==> config.mk <==
export PLATFORM = sky130hd
export DESIGN_NAME = rr_mux_4to1
export DESIGN_NICKNAME = d
export VERILOG_FILES = /design/src/rtl/rr_mux_4to1.sv
export SDC_FILE = /design/constraint.sdc
export NUM_CORES = 1
export LEC_CHECK = 0
export CORE_MARGIN = 2
export CORE_UTILIZATION = 39
export DETAILED_ROUTE_END_ITERATION = 8
export PLACE_DENSITY_LB_ADDON = 0.05
export REMOVE_ABC_BUFFERS = 1
export SYNTH_ARGS = -nofsm -noshare
export SYNTH_HDL_FRONTEND = slang
export SYNTH_SLANG_ARGS = --single-unit
==> constraint.sdc <==
create_clock -name clk -period 2.3 [get_ports clk]
set_input_delay 0.575 -clock clk [delete_from_list [all_inputs] [get_ports clk]]
set_output_delay 0.575 -clock clk [all_outputs]
set_load 0.01 [all_outputs]
==> src/rtl/rr_mux_4to1.sv <==
// rr_mux_4to1: fair round-robin combiner of four valid/ready source channels
// onto one registered output stream. Each output beat carries the 2-bit index
// of the channel it came from in out_sel, so a downstream demux can route by tag.
//
// Handshake: a beat moves across any interface on a rising clk edge where
// valid and ready are both high. in_ready is one-hot or zero and never depends
// on the same channel being accepted elsewhere. out_valid/out_data/out_sel stay
// stable while out_valid=1 and out_ready=0.
//
// Optional build macro RR_MUX_PKT_LOCK_EN: adds in_last/out_last and keeps the
// arbiter locked to one channel from its first beat until its last beat.
module rr_mux_4to1 #(
  parameter int WIDTH = 8
) (
  input  logic               clk,
  input  logic               rst_n,
  input  logic [3:0]         in_valid,
  input  logic [4*WIDTH-1:0] in_data,
`ifdef RR_MUX_PKT_LOCK_EN
  input  logic [3:0]         in_last,
  output logic               out_last,
`endif
  output logic [3:0]         in_ready,
  output logic               out_valid,
  input  logic               out_ready,
  output logic [WIDTH-1:0]   out_data,
  output logic [1:0]         out_sel
);

  // Rotation pointer: channel searched first on the next load.
  logic [1:0]       ptr;
  logic             load;
  logic [1:0]       grant;
  logic             grant_vld;
  logic [WIDTH-1:0] ch_data [4];

`ifdef RR_MUX_PKT_LOCK_EN
  // Packet lock: while set only lock_ch may be granted.
  logic             locked;
  logic [1:0]       lock_ch;
`endif

  // The output register may take a new beat when empty or being drained.
  assign load = !out_valid || out_ready;

  // Split the flat data bus into per-channel words.
  always_comb begin
    for (int i = 0; i < 4; i++) begin
      ch_data[i] = in_data[i*WIDTH +: WIDTH];
    end
  end

  // Rotating priority search: walk offsets downward so the smallest offset
  // from ptr that is valid is the one left standing.
  always_comb begin
    logic [1:0] cand;
    grant     = ptr;
    grant_vld = 1'b0;
    cand      = ptr;
    for (int i = 3; i >= 0; i--) begin
      cand = ptr + 2'(i);
      if (in_valid[cand]) begin
        grant     = cand;
        grant_vld = 1'b1;
      end
    end
`ifdef RR_MUX_PKT_LOCK_EN
    if (locked) begin
      grant     = lock_ch;
      grant_vld = in_valid[lock_ch];
    end
`endif
  end

  // Accept only the winner, and only when the output register can take it.
  always_comb begin
    in_ready = 4'b0000;
    if (load && grant_vld) begin
      in_ready = 4'b0001 << grant;
    end
  end

  // Output register, rotation pointer and packet lock.
  always_ff @(posedge clk or negedge rst_n) begin
    if (!rst_n) begin
      out_valid <= 1'b0;
      out_data  <= '0;
      out_sel   <= 2'b00;
      ptr       <= 2'b00;
`ifdef RR_MUX_PKT_LOCK_EN
      out_last  <= 1'b0;
      locked    <= 1'b0;
      lock_ch   <= 2'b00;
`endif
    end else if (load) begin
      if (grant_vld) begin
        out_valid <= 1'b1;
        out_data  <= ch_data[grant];
        out_sel   <= grant;
`ifdef RR_MUX_PKT_LOCK_EN
        out_last  <= in_last[grant];
        if (in_last[grant]) begin
          // Packet complete: release and move on past this channel.
          locked <= 1'b0;
          ptr    <= grant + 2'd1;
        end else begin
          // Mid-packet: stay on this channel, pointer frozen.
          locked  <= 1'b1;
          lock_ch <= grant;
        end
`else
        ptr       <= grant + 2'd1;
`endif
      end else begin
        // Nothing to send: drop valid, keep last data/tag for visibility.
        out_valid <= 1'b0;
      end
    end
  end

endmodule
# Word-level counts from Yosys, hierarchy flattened
# Index checks and enable logic that the tools add are counted.
# totals
regBits,13
inputBits,39
wordCells,40
# op_classes
addsub,4
magnitude_cmp,5
n_shift,1
muxes,21
n_bitwise,1
n_reduce_logical,4
# ops
operator,n
binary-select mux 8 bit (select 2 bit),1
2-to-1 mux 8 bit,2
"less-than comparator 2 x 3 -> 1 bit, second input constant",4
2-to-1 mux 1 bit,9
binary-select mux 1 bit (select 2 bit),4
2-to-1 mux 2 bit,4
"adder 2 x 1 -> 2 bit, second input constant",2
"adder 2 bit, second input constant",2
2-to-1 mux 4 bit,1
"left shift 1 x 2 -> 4 bit, first input constant",1
">= comparator 3 bit, second input constant",1
NOT 2 -> 3 bit,1
AND reduction 2 bit,1
logical AND 1 bit,1
zero test 1 bit,1
logical OR 1 bit,1

# Logic depth before layout (Yosys ltp)
# logic_depth
word_depth,11
depth_mapped,7

# Worst setup path after synthesis
# No wires, ideal clock.
# synth_timing
path_type,input to output
start,in in_valid[1]
end,out in_ready[2]
t_arrival_ps,1718
required_time_ps,1725
setup_slack_ps,7
stages,6
n_path_buf,1
cell_sequence,or3b_1 o311ai_1 o22ai_1 nand2b_1 clkbuf_1 nor2_1
# synth_between
elab_chain_cells,8
elab_cells_between_ends,19
classes_between,shift (1); mux (17); reduce/logical (1)
# synth_rtl
element,line_no,text
from (decl),17,"input logic [3:0] in_valid,"
binary-select mux 1 bit (select 2 bit),62,if (in_valid[cand]) begin
2-to-1 mux 1 bit (not written as such),62,
2-to-1 mux 2 bit or 2-to-1 mux 1 bit (tied branches) (4 in a row),62,
left shift 1 x 2 -> 4 bit or logical AND 1 bit (tied branches),"79, 78",
2-to-1 mux 4 bit (*),78,if (load && grant_vld) begin
to (decl),23,"output logic [3:0] in_ready,"
# Every way passes the cells marked *; elsewhere a longest branch is shown, timed or not. The select of a mux whose other input is x is not followed.

# Worst setup path in the final report
# layout_timing
start,in in_valid[3]
end,out in_ready[2]
# The elaborated chain is that of the path after synthesis.

==> results.json <==
{
  "cp-startpoint": "in_valid[3]",
  "yosysUniqueCellTypes": 29,
  "worst_path_max_delay_cell": "or2_4",
  "worst_setup_path_end_kind": "output port",
  "ys.flop_type": "dfrtp_1",
  "synthArstFlopShare_pct": 100,
  "grt_remaining_overflow": 0,
  "die_area_mm2": 0.00297,
  "antenna_cells": 0,
  "max-clock-path-buffers": 2,
  "regToRegStartpoint": "ptr[0]",
  "viasPerCell": 5.30,
  "antenna_found_initial": 0,
  "synthCells": 94,
  "tritoncts": "done",
  "wl_per_cell_um": 16.2,
  "placed_area_mm2": 0.00165,
  "grt_start_max_net_pins": 17,
  "drtPass1Iterations": 4,
  "post_layout_nonfiller_instances": 211,
  "yosysMostFrequentCell": "inv_1",
  "area_growth_pct": 89.6,
  "path_depth": 8,
  "finalSetupViolCount": 3,
  "violations": "setup timing",
  "slew_viol_final": 0,
  "whs_path_depth": 1,
  "tightest_slew_ns": 0.651,
  "fillers": 161,
  "power.leakage_nw": 0.840,
  "timing.rr.end": "out_sel[1]",
  "fmax_mhz": 433,
  "skew_ns": 0.000381,
  "synth_top_area_cell": "dfrtp_1",
  "syn-cell-area_um2": 996,
  "avgSynthCellArea_um2": 10.6,
  "drt_iter0_drc": 13,
  "power_density_mw_per_mm2": 864,
  "hp-start": "out_sel[1]",
  "crit_type": "input port to output port",
  "run_status": "finished, violations left",
  "initial_core_util_pct": 40.6,
  "nNetsFinal": 221,
  "antenna_left": 0,
  "die_w_um": 54.5,
  "hold_end": "out_sel[1]",
  "dp_cells": 189,
  "vdd_drop_max_uv": 659,
  "met3_usage_pct": 4.10,
  "crit_path_start_kind": "input port",
  "die_y_um": 54.5,
  "grt_busiest_layer": "met2",
  "worstPathMaxFanout": 4,
  "maxCapViolations": 0,
  "clkSinkCount": 13,
  "place_congestion": 0.695,
  "synth_common_cells": "inv_1, dfrtp_1, o21ai_0, mux2_4, o221a_1",
  "holdCritPathClass": "register to register",
  "synth_top_area_share_pct": 32.7,
  "final_util_pct": 76.9,
  "clock-root-buffer": "clkbuf_4",
  "clk_latency_ns": 0.28,
  "slew_headroom_pct": 56.5,
  "ys_ff_latch": 13,
  "fp-row-count": 18,
  "ys_seq_area_share_pct": 32.7,
  "cts_buffers": 3,
  "ios": 54,
  "layout-drive-gt1-share_pct": 45.3,
  "grtUsageTotal_pct": 24.6,
  "setup-tns-final_ns": -0.0157,
  "r2r_cells": 14,
  "detail_route.drc_violations": 0,
  "timing.final.ws_setup_ns": -0.0101,
  "layout_min_cycle_time_ns": 2.31,
  "ff2ff_setup_slack_ns": 0.08,
  "ys_warn_count": 0,
  "drt-total-wl_um": 3420,
  "dp_worst_setup_slack_ns": -0.802,
  "path_clk_slew_ns": 0.09,
  "met2_usage_pct": 44.4,
  "critPathBufInv": 3,
  "htreeDepth": 1,
  "period_share_pct": 100,
  "synth-edff-count": 0,
  "rsz0062_at_grt": "yes",
  "vias": 1118,
  "hold_violations": 0,
  "core_mm2": 0.00245,
  "crit_family": "simple AND/OR/NAND/NOR gates",
  "yosys-top-cells-area": "dfrtp_1, mux2_4, o221a_1",
  "grt_pass1_vias": 1139,
  "critPathArrivalTime_ns": 1.74,
  "port_buffers": 53,
  "grt_pass1_wl_um": 5110,
  "fin_area_mm2": 0.00189,
  "hpwl_um": 2200,
  "gr-usage-met1_pct": 28.0,
  "max_stage_delay_ns": 0.30,
  "critPathRequiredTime_ns": 1.73,
  "worstPathCellList": "clkdlybuf4s15_1, or2_4, nor3_4, a21oi_2, buf_4, nand2b_4, nor2_2, buf_2"
}
[where the power goes]
group	total (W)	internal [W]	switching [W]
combinational	0.00109	0.000645	0.000450
clock	0.000154	0.0000673	0.0000866
sequential	0.000382	0.000320	0.0000620
[worst max-delay path by stage]
stage	slack (ns)	end
after floorplan	-0.83	in_ready[2]
after global placement	-0.77	in_ready[2]
after detailed placement	-0.80	in_ready[2]
after CTS	0.01	in_ready[3]
after global routing	-0.06	in_ready[2]
final	-0.01	in_ready[2]
[what timing repair did]
action	CTS	global route
endpoints found under the hold margin	0	0
setup endpoints to repair	12	11
resized for setup	43	14
hold buffers	0	0
pin swaps	9	10
setup buffers	16	2
[stage by stage]
step,hold slack [ns],total power (W)
4_1_cts,0.513,0.00154
3_5_place_dp,0.494,0.00128
5_1_grt,0.550,0.00172
3_3_place_gp,0.475,0.00126
6_report,0.514,0.00163
2_1_floorplan,0.279,0.000826
[layer usage]
layer / up-vias / part of all wire, %
met5: - / 0
met4: 0 / 2.0
met3: 8 / 5.8
met2: 45 / 53
met1: 538 / 39
li1: 527 / -
[placed cells by master (no fill, tap or decap), types with 2 or more instances in the layout]
cell type        instances
clkdlybuf4s50_1         44
o2111ai_2                5
o221a_1                  8
buf_2                    5
clkbuf_4                 3
a21oi_2                  2
o21ai_0                 10
mux2_4                   8
nor2_2                   4
inv_1                   13
or2_4                    2
o2111ai_1                3
o21a_1                   2
dfrtp_1                 12
buf_4                   30
buf_6                    7
[state kept, by name, indices dropped and copies added (netlist names)]
name,flops
out_data,8
out_valid,1
ptr,2
out_sel,2
[worst register-to-register path: cells and delay by family (launching register included)]
family / cells / cell delay (ns)
buf+inv: 9 / 1.13
flops: 1 / 0.42
compound gates: 3 / 0.37
simple gates: 2 / 0.22
[final cells by class]
cell class | count | area, um^2 | area share (%)
repair buffers | 89 | 797 | 42.2
multi-input cells | 61 | 648 | 34.3
flip-flops and latches | 13 | 327 | 17.3
inverters | 14 | 52.6 | 2.78
well taps | 30 | 37.5 | 1.99
clock buffers | 4 | 26.3 | 1.39
[cells by family after synthesis]
family                    after synthesis  share of synthesized area, %
AOI/OAI and AO/OA                      36                          34.4
xor gates and xnor gates                1                          1.63
buffers and inverters                  20                          10.6
DFF                                    13                          32.7
muxes                                   8                          12.1
and+or+nand+nor                        16                          8.67
Power figures use the tool's default switching activity.
